[config.mk]
export PLATFORM = sky130hd
export DESIGN_NAME = i2s_rx
export DESIGN_NICKNAME = d
export VERILOG_FILES = /design/src/rtl/i2s_rx.sv
export SDC_FILE = /design/constraint.sdc
export NUM_CORES = 1
export LEC_CHECK = 0
export CORE_MARGIN = 2
export CORE_UTILIZATION = 51
export DETAILED_ROUTE_END_ITERATION = 6
export PLACE_DENSITY_LB_ADDON = 0.08
export SYNTH_ARGS = -nofsm -noshare
export SYNTH_HDL_FRONTEND = slang
export SYNTH_SLANG_ARGS = --single-unit
[constraint.sdc]
create_clock -name clock -period 2.3 [get_ports clock]
set_input_delay 0.23 -clock clock [delete_from_list [all_inputs] [get_ports clock]]
set_output_delay 0.23 -clock clock [all_outputs]
set_load 0.005 [all_outputs]
[src/rtl/i2s_rx.sv]
// i2s_rx: I2S receive deserialiser running entirely on the system clock.
// Oversamples the codec's BCLK/LRCLK/SDATA (driven by the transmit-side
// clock generator), assembles standard-I2S left/right words and hands
// complete stereo frames to the consumer over a valid/ready handshake.
//
// Ports:
//   clock       system clock
//   reset       synchronous reset, active-high
//   io_bclk     I2S bit clock (oversampled, >= 2 clocks per phase)
//   io_lrclk    I2S word select, 0 = left, 1 = right
//   io_sdata    serial data from codec ADC
//   io_outL     left sample of the last delivered frame
//   io_outR     right sample of the last delivered frame
//   io_valid    frame available on io_outL/io_outR
//   io_ready    consumer accepts the frame when io_valid && io_ready
//   io_overrun  one-cycle pulse when a completed frame is dropped
//   io_dropped  saturating count of dropped frames
module i2s_rx #(
    parameter int unsigned WIDTH       = 24,
    parameter int unsigned SYNC_STAGES = 2,
    parameter int unsigned CNT_WIDTH   = 8
) (
    input  logic                 clock,
    input  logic                 reset,
    input  logic                 io_bclk,
    input  logic                 io_lrclk,
    input  logic                 io_sdata,
    output logic [WIDTH-1:0]     io_outL,
    output logic [WIDTH-1:0]     io_outR,
    output logic                 io_valid,
    input  logic                 io_ready,
    output logic                 io_overrun,
    output logic [CNT_WIDTH-1:0] io_dropped
);

    localparam int unsigned BW = $clog2(WIDTH + 1);

    typedef enum logic [1:0] {
        ST_SYNC  = 2'd0,
        ST_LEFT  = 2'd1,
        ST_RIGHT = 2'd2
    } state_t;

    // Synchroniser chains; identical depth keeps the three inputs aligned.
    logic [SYNC_STAGES-1:0] bclk_sync;
    logic [SYNC_STAGES-1:0] lr_sync;
    logic [SYNC_STAGES-1:0] sd_sync;

    logic bclk_s;
    logic lr_s;
    logic sd_s;
    logic rise_c;

    state_t               state_q,   state_d;
    logic [WIDTH-1:0]     shreg_q,   shreg_d;
    logic [BW-1:0]        bitcnt_q,  bitcnt_d;
    logic [WIDTH-1:0]     pend_l_q,  pend_l_d;
    logic                 lr_prev_q, lr_prev_d;
    logic                 bclk_prev_q;
    logic [WIDTH-1:0]     out_l_q,   out_l_d;
    logic [WIDTH-1:0]     out_r_q,   out_r_d;
    logic                 valid_q,   valid_d;
    logic                 overrun_q, overrun_d;
    logic [CNT_WIDTH-1:0] dropped_q, dropped_d;

    logic [WIDTH-1:0]     shreg_bit;
    logic [BW-1:0]        bitcnt_inc;

    // Input synchronisers
    always_ff @(posedge clock) begin
        if (reset) begin
            bclk_sync <= '0;
            lr_sync   <= '0;
            sd_sync   <= '0;
        end else begin
            for (int i = int'(SYNC_STAGES) - 1; i > 0; i--) begin
                bclk_sync[i] <= bclk_sync[i-1];
                lr_sync[i]   <= lr_sync[i-1];
                sd_sync[i]   <= sd_sync[i-1];
            end
            bclk_sync[0] <= io_bclk;
            lr_sync[0]   <= io_lrclk;
            sd_sync[0]   <= io_sdata;
        end
    end

    assign bclk_s = bclk_sync[SYNC_STAGES-1];
    assign lr_s   = lr_sync[SYNC_STAGES-1];
    assign sd_s   = sd_sync[SYNC_STAGES-1];
    assign rise_c = bclk_s & ~bclk_prev_q;

    // Shift register with the current rise's bit applied (MSB first).
    // Once bitcnt has saturated at WIDTH no position matches, so extra
    // bits fall away and short words stay MSB-aligned over zeros.
    always_comb begin
        shreg_bit = shreg_q;
        for (int unsigned i = 0; i < WIDTH; i++) begin
            if (bitcnt_q == BW'(WIDTH - 1 - i)) begin
                shreg_bit[i] = sd_s;
            end
        end
    end

    assign bitcnt_inc = (bitcnt_q < BW'(WIDTH)) ? bitcnt_q + BW'(1) : bitcnt_q;

    // State and datapath registers
    always_ff @(posedge clock) begin
        if (reset) begin
            state_q     <= ST_SYNC;
            shreg_q     <= '0;
            bitcnt_q    <= '0;
            pend_l_q    <= '0;
            lr_prev_q   <= 1'b0;
            bclk_prev_q <= 1'b0;
            out_l_q     <= '0;
            out_r_q     <= '0;
            valid_q     <= 1'b0;
            overrun_q   <= 1'b0;
            dropped_q   <= '0;
        end else begin
            state_q     <= state_d;
            shreg_q     <= shreg_d;
            bitcnt_q    <= bitcnt_d;
            pend_l_q    <= pend_l_d;
            lr_prev_q   <= lr_prev_d;
            bclk_prev_q <= bclk_s;
            out_l_q     <= out_l_d;
            out_r_q     <= out_r_d;
            valid_q     <= valid_d;
            overrun_q   <= overrun_d;
            dropped_q   <= dropped_d;
        end
    end

    // Next-state, word assembly and frame delivery
    always_comb begin
        logic frame_done;

        state_d    = state_q;
        shreg_d    = shreg_q;
        bitcnt_d   = bitcnt_q;
        pend_l_d   = pend_l_q;
        lr_prev_d  = lr_prev_q;
        out_l_d    = out_l_q;
        out_r_d    = out_r_q;
        valid_d    = valid_q & ~io_ready;
        overrun_d  = 1'b0;
        dropped_d  = dropped_q;
        frame_done = 1'b0;

        if (rise_c) begin
            lr_prev_d = lr_s;
            case (state_q)
                ST_SYNC: begin
                    // First left word boundary; this rise's bit belongs to
                    // an unknown earlier word and is dropped.
                    if (lr_prev_q && !lr_s) begin
                        shreg_d  = '0;
                        bitcnt_d = '0;
                        state_d  = ST_LEFT;
                    end
                end
                ST_LEFT: begin
                    if (!lr_prev_q && lr_s) begin
                        // This rise still carries the left LSB slot.
                        pend_l_d = shreg_bit;
                        shreg_d  = '0;
                        bitcnt_d = '0;
                        state_d  = ST_RIGHT;
                    end else begin
                        shreg_d  = shreg_bit;
                        bitcnt_d = bitcnt_inc;
                    end
                end
                ST_RIGHT: begin
                    if (lr_prev_q && !lr_s) begin
                        frame_done = 1'b1;
                        shreg_d    = '0;
                        bitcnt_d   = '0;
                        state_d    = ST_LEFT;
                    end else begin
                        shreg_d  = shreg_bit;
                        bitcnt_d = bitcnt_inc;
                    end
                end
                default: begin
                    state_d = ST_SYNC;
                end
            endcase
        end

        // A frame loads if the output slot is free or is being taken now.
        if (frame_done) begin
            if (!valid_q || io_ready) begin
                out_l_d = pend_l_q;
                out_r_d = shreg_bit;
                valid_d = 1'b1;
            end else begin
                overrun_d = 1'b1;
                if (dropped_q != {CNT_WIDTH{1'b1}}) begin
                    dropped_d = dropped_q + CNT_WIDTH'(1);
                end
            end
        end
    end

    assign io_outL    = out_l_q;
    assign io_outR    = out_r_q;
    assign io_valid   = valid_q;
    assign io_overrun = overrun_q;
    assign io_dropped = dropped_q;

endmodule

==> metrics.csv, run 1 <==
metric;value;unit
synth_edf_count;0;
worst_slack;320.1;ps
status;completed;
powerDensity;814.7;nW/um2
clock_path_buffers;2;
slew_viol_final;0;
vias_per_cell;5.432;
critPathArrivalTime;2400;ps
final_core_util;0.6748;
drcViolationCount;0;
yosysSeqAreaShare;0.4948;
dr_total_vias;3927;
core;9284;um2
clock_latency;520;ps
cts_made_buffers;17;
htreeDepth;4;
die_w;102.0;um
postPlaceCellArea;5614;um2
hold_viol;0;
finalInstanceArea;6265;um2
initial_utilization;0.5274;
ios;64;
p_leak;2.014;nW
ys_ff_latch;121;
slowest_delay;500;ps
synthArstFlopShare;0;
fin_crit;1980;ps
postCtsHoldBufs;0;
yosys_warnings;0;
finalClockSkew;11.75;ps
yosysTopAreaCellShare;0.4948;
grt_overflow;0;
cp_slowest_cell;a21boi_1;
rows;35;
gp_congestion;0.8512;
grt_max_degree;74;
antenna_found_initial;0;
pre_cts_ws;315.8;ps
ant_nets;0;
worst-setup-path-type;reg -> reg;
postCtsSetupBuffers;0;
clk_pin_slew_worst_paths;60;ps
drt_wl_total;10740;um
grt_pass1_vias;3619;
worstPathRequired;2720;ps
power;5.104;mW
hp-class;in -> reg;
syn_area;4896;um2
nets;598;
cts_tree;done;
cap_violations;0;
ys.flop_type;dfxtp_1;
ir_worst_vdd;599.0;uV
synth.net_count;546;
cp-start-kind;flop;
period_share;0.8608;
yosys-top-cells-area;dfxtp_1 49%, a211oi_1 7.7%, nor2_1 4.7%, o2bb2ai_1 4.1%, nand2_1 4.1%;
final_common_cell;dfxtp_1;
n_antenna_cell;0;
syn_avg_cell_area;9.255;um2
worstPathMaxFanout;7;
crit_chain;inv_1 > ha_1 > inv_2 > a21boi_1 > o311ai_0 > a221oi_1;
cts_num_sinks;121;
relSlewSlack;0.5251;
seqCellArea;2422;um2
syn_inst;529;
wl_per_cell;14.85;um
yosysUniqueCellTypes;41;
setup_viol;0;
drt-initial-drc-count;152;
dr.pass1.iters;5;
nFillCells;790;
endpoint_kind;flop;
multi_input_area;2248;um2
die_area;10400;um2
grt_pass1_wl;17870;um
drive_gt1_frac;0.09259;
hpwl;7045;um
layout_common_cells;121 x dfxtp_1, 62 x clkdlybuf4s50_1, 61 x nor2_1;
synth_top_area_cell;dfxtp_1;
track_usage;0.2200;
portBuffers;63;
fmax;505.1;MHz
rsz0062_at_grt;no;
tightest_slew;711.4;ps
area.growth.synth_to_final;27.96;%
cts-root-buf;clkbuf_8;
fin_setup_tns;0;ps
ctsResizeCount;0;
fp.dieH;102.0;um
==> final cells by class <==
type                            instances  share of cell area
Clock buffer                           17             0.06611
Inverter                               17             0.01019
Timing Repair Buffer                   72              0.1146
Multi-Input combinational cell        352              0.3589
Sequential cell                       121              0.3867
Clock inverter                         15             0.03775
Tap cell                              129             0.02576
==> synthesized netlist by cell type, drive strengths merged, types with 12 or more instances <==
master	instances
mux2i	18
dfxtp	121
clkbuf	25
buf	14
nand2b	14
nor2	61
o2bb2ai	23
inv	17
a21oi	36
nor2b	12
nand2	53
a211oi	52
==> registers in the layout, indices dropped and copies added, names as in the netlist <==
name         flops
io_overrun       1
pend_l_q        24
bclk_sync        2
io_valid         1
shreg_q         24
bitcnt_q         5
bclk_prev_q      1
sd_sync          2
lr_prev_q        1
lr_sync          2
io_outL         24
io_dropped       8
io_outR         24
state_q          2
==> power by group <==
part           switching [mW]  leakage [nW]  internal [mW]
Clock                    1.04         0.315           1.90
Sequential            0.00465         0.975           2.10
Combinational          0.0448         0.724         0.0212
Total                    1.09          2.01           4.02
==> layer usage <==
| layer | share of wire | track usage |
|---|---|---|
| met5 | 0 | 0 |
| met4 | 0.0088 | 0.06872 |
| met3 | 0.043 | 0.04993 |
| met2 | 0.44 | 0.3345 |
| met1 | 0.50 | 0.3123 |
==> final timing paths <==
kind / from / endpoint / slack [ps] / cells after the start
worst max-delay path: state_q[0] / bitcnt_q[3] / 320 / 6
worst min register to register: bclk_sync[0] / bclk_sync[1] / 440 / 1
worst max register to register: state_q[0] / bitcnt_q[3] / 320 / 6
worst min-delay path: reset / lr_sync[0] / 200 / 2
==> critical path, delay by kind of cell (launching register included) <==
family          cells  cell delay [ps]
compound gates      3             1070
flops               1              340
fa+ha+maj           1              300
buf+inv             2              180
==> kinds of logic (layout without fill, tap and decap cells) <==
| group | after synthesis | in the layout | share of synthesized area |
|---|---|---|---|
| and+or+nand+nor | 186 | 186 | 0.1876 |
| AOI/OAI and AO/OA | 128 | 128 | 0.1871 |
| DFF | 121 | 121 | 0.4948 |
| buffers and inverters | 56 | 121 | 0.04600 |
| muxes | 25 | 25 | 0.05290 |
| adders and majority gates | 11 | 11 | 0.02811 |
| xor gates and xnor gates | 2 | 2 | 0.003578 |
==> per-stage QoR <==
step                      cells  hold slack, ps
after floorplan             529           358.2
after global placement      691           424.3
after detailed placement    691           428.0
after CTS                   723           190.1
after global routing        723           221.6
final                       723           201.1
No activity file was read; power rests on OpenSTA's default activity.
==> run 2: changes to the inputs <==
Settings changed: ABC_CLOCK_PERIOD_IN_PS set to 2300, CAP_MARGIN set to 40.
==> results of run 2 <==
Same layout as run 1: the final DEF is identical, and so are final timing and power.
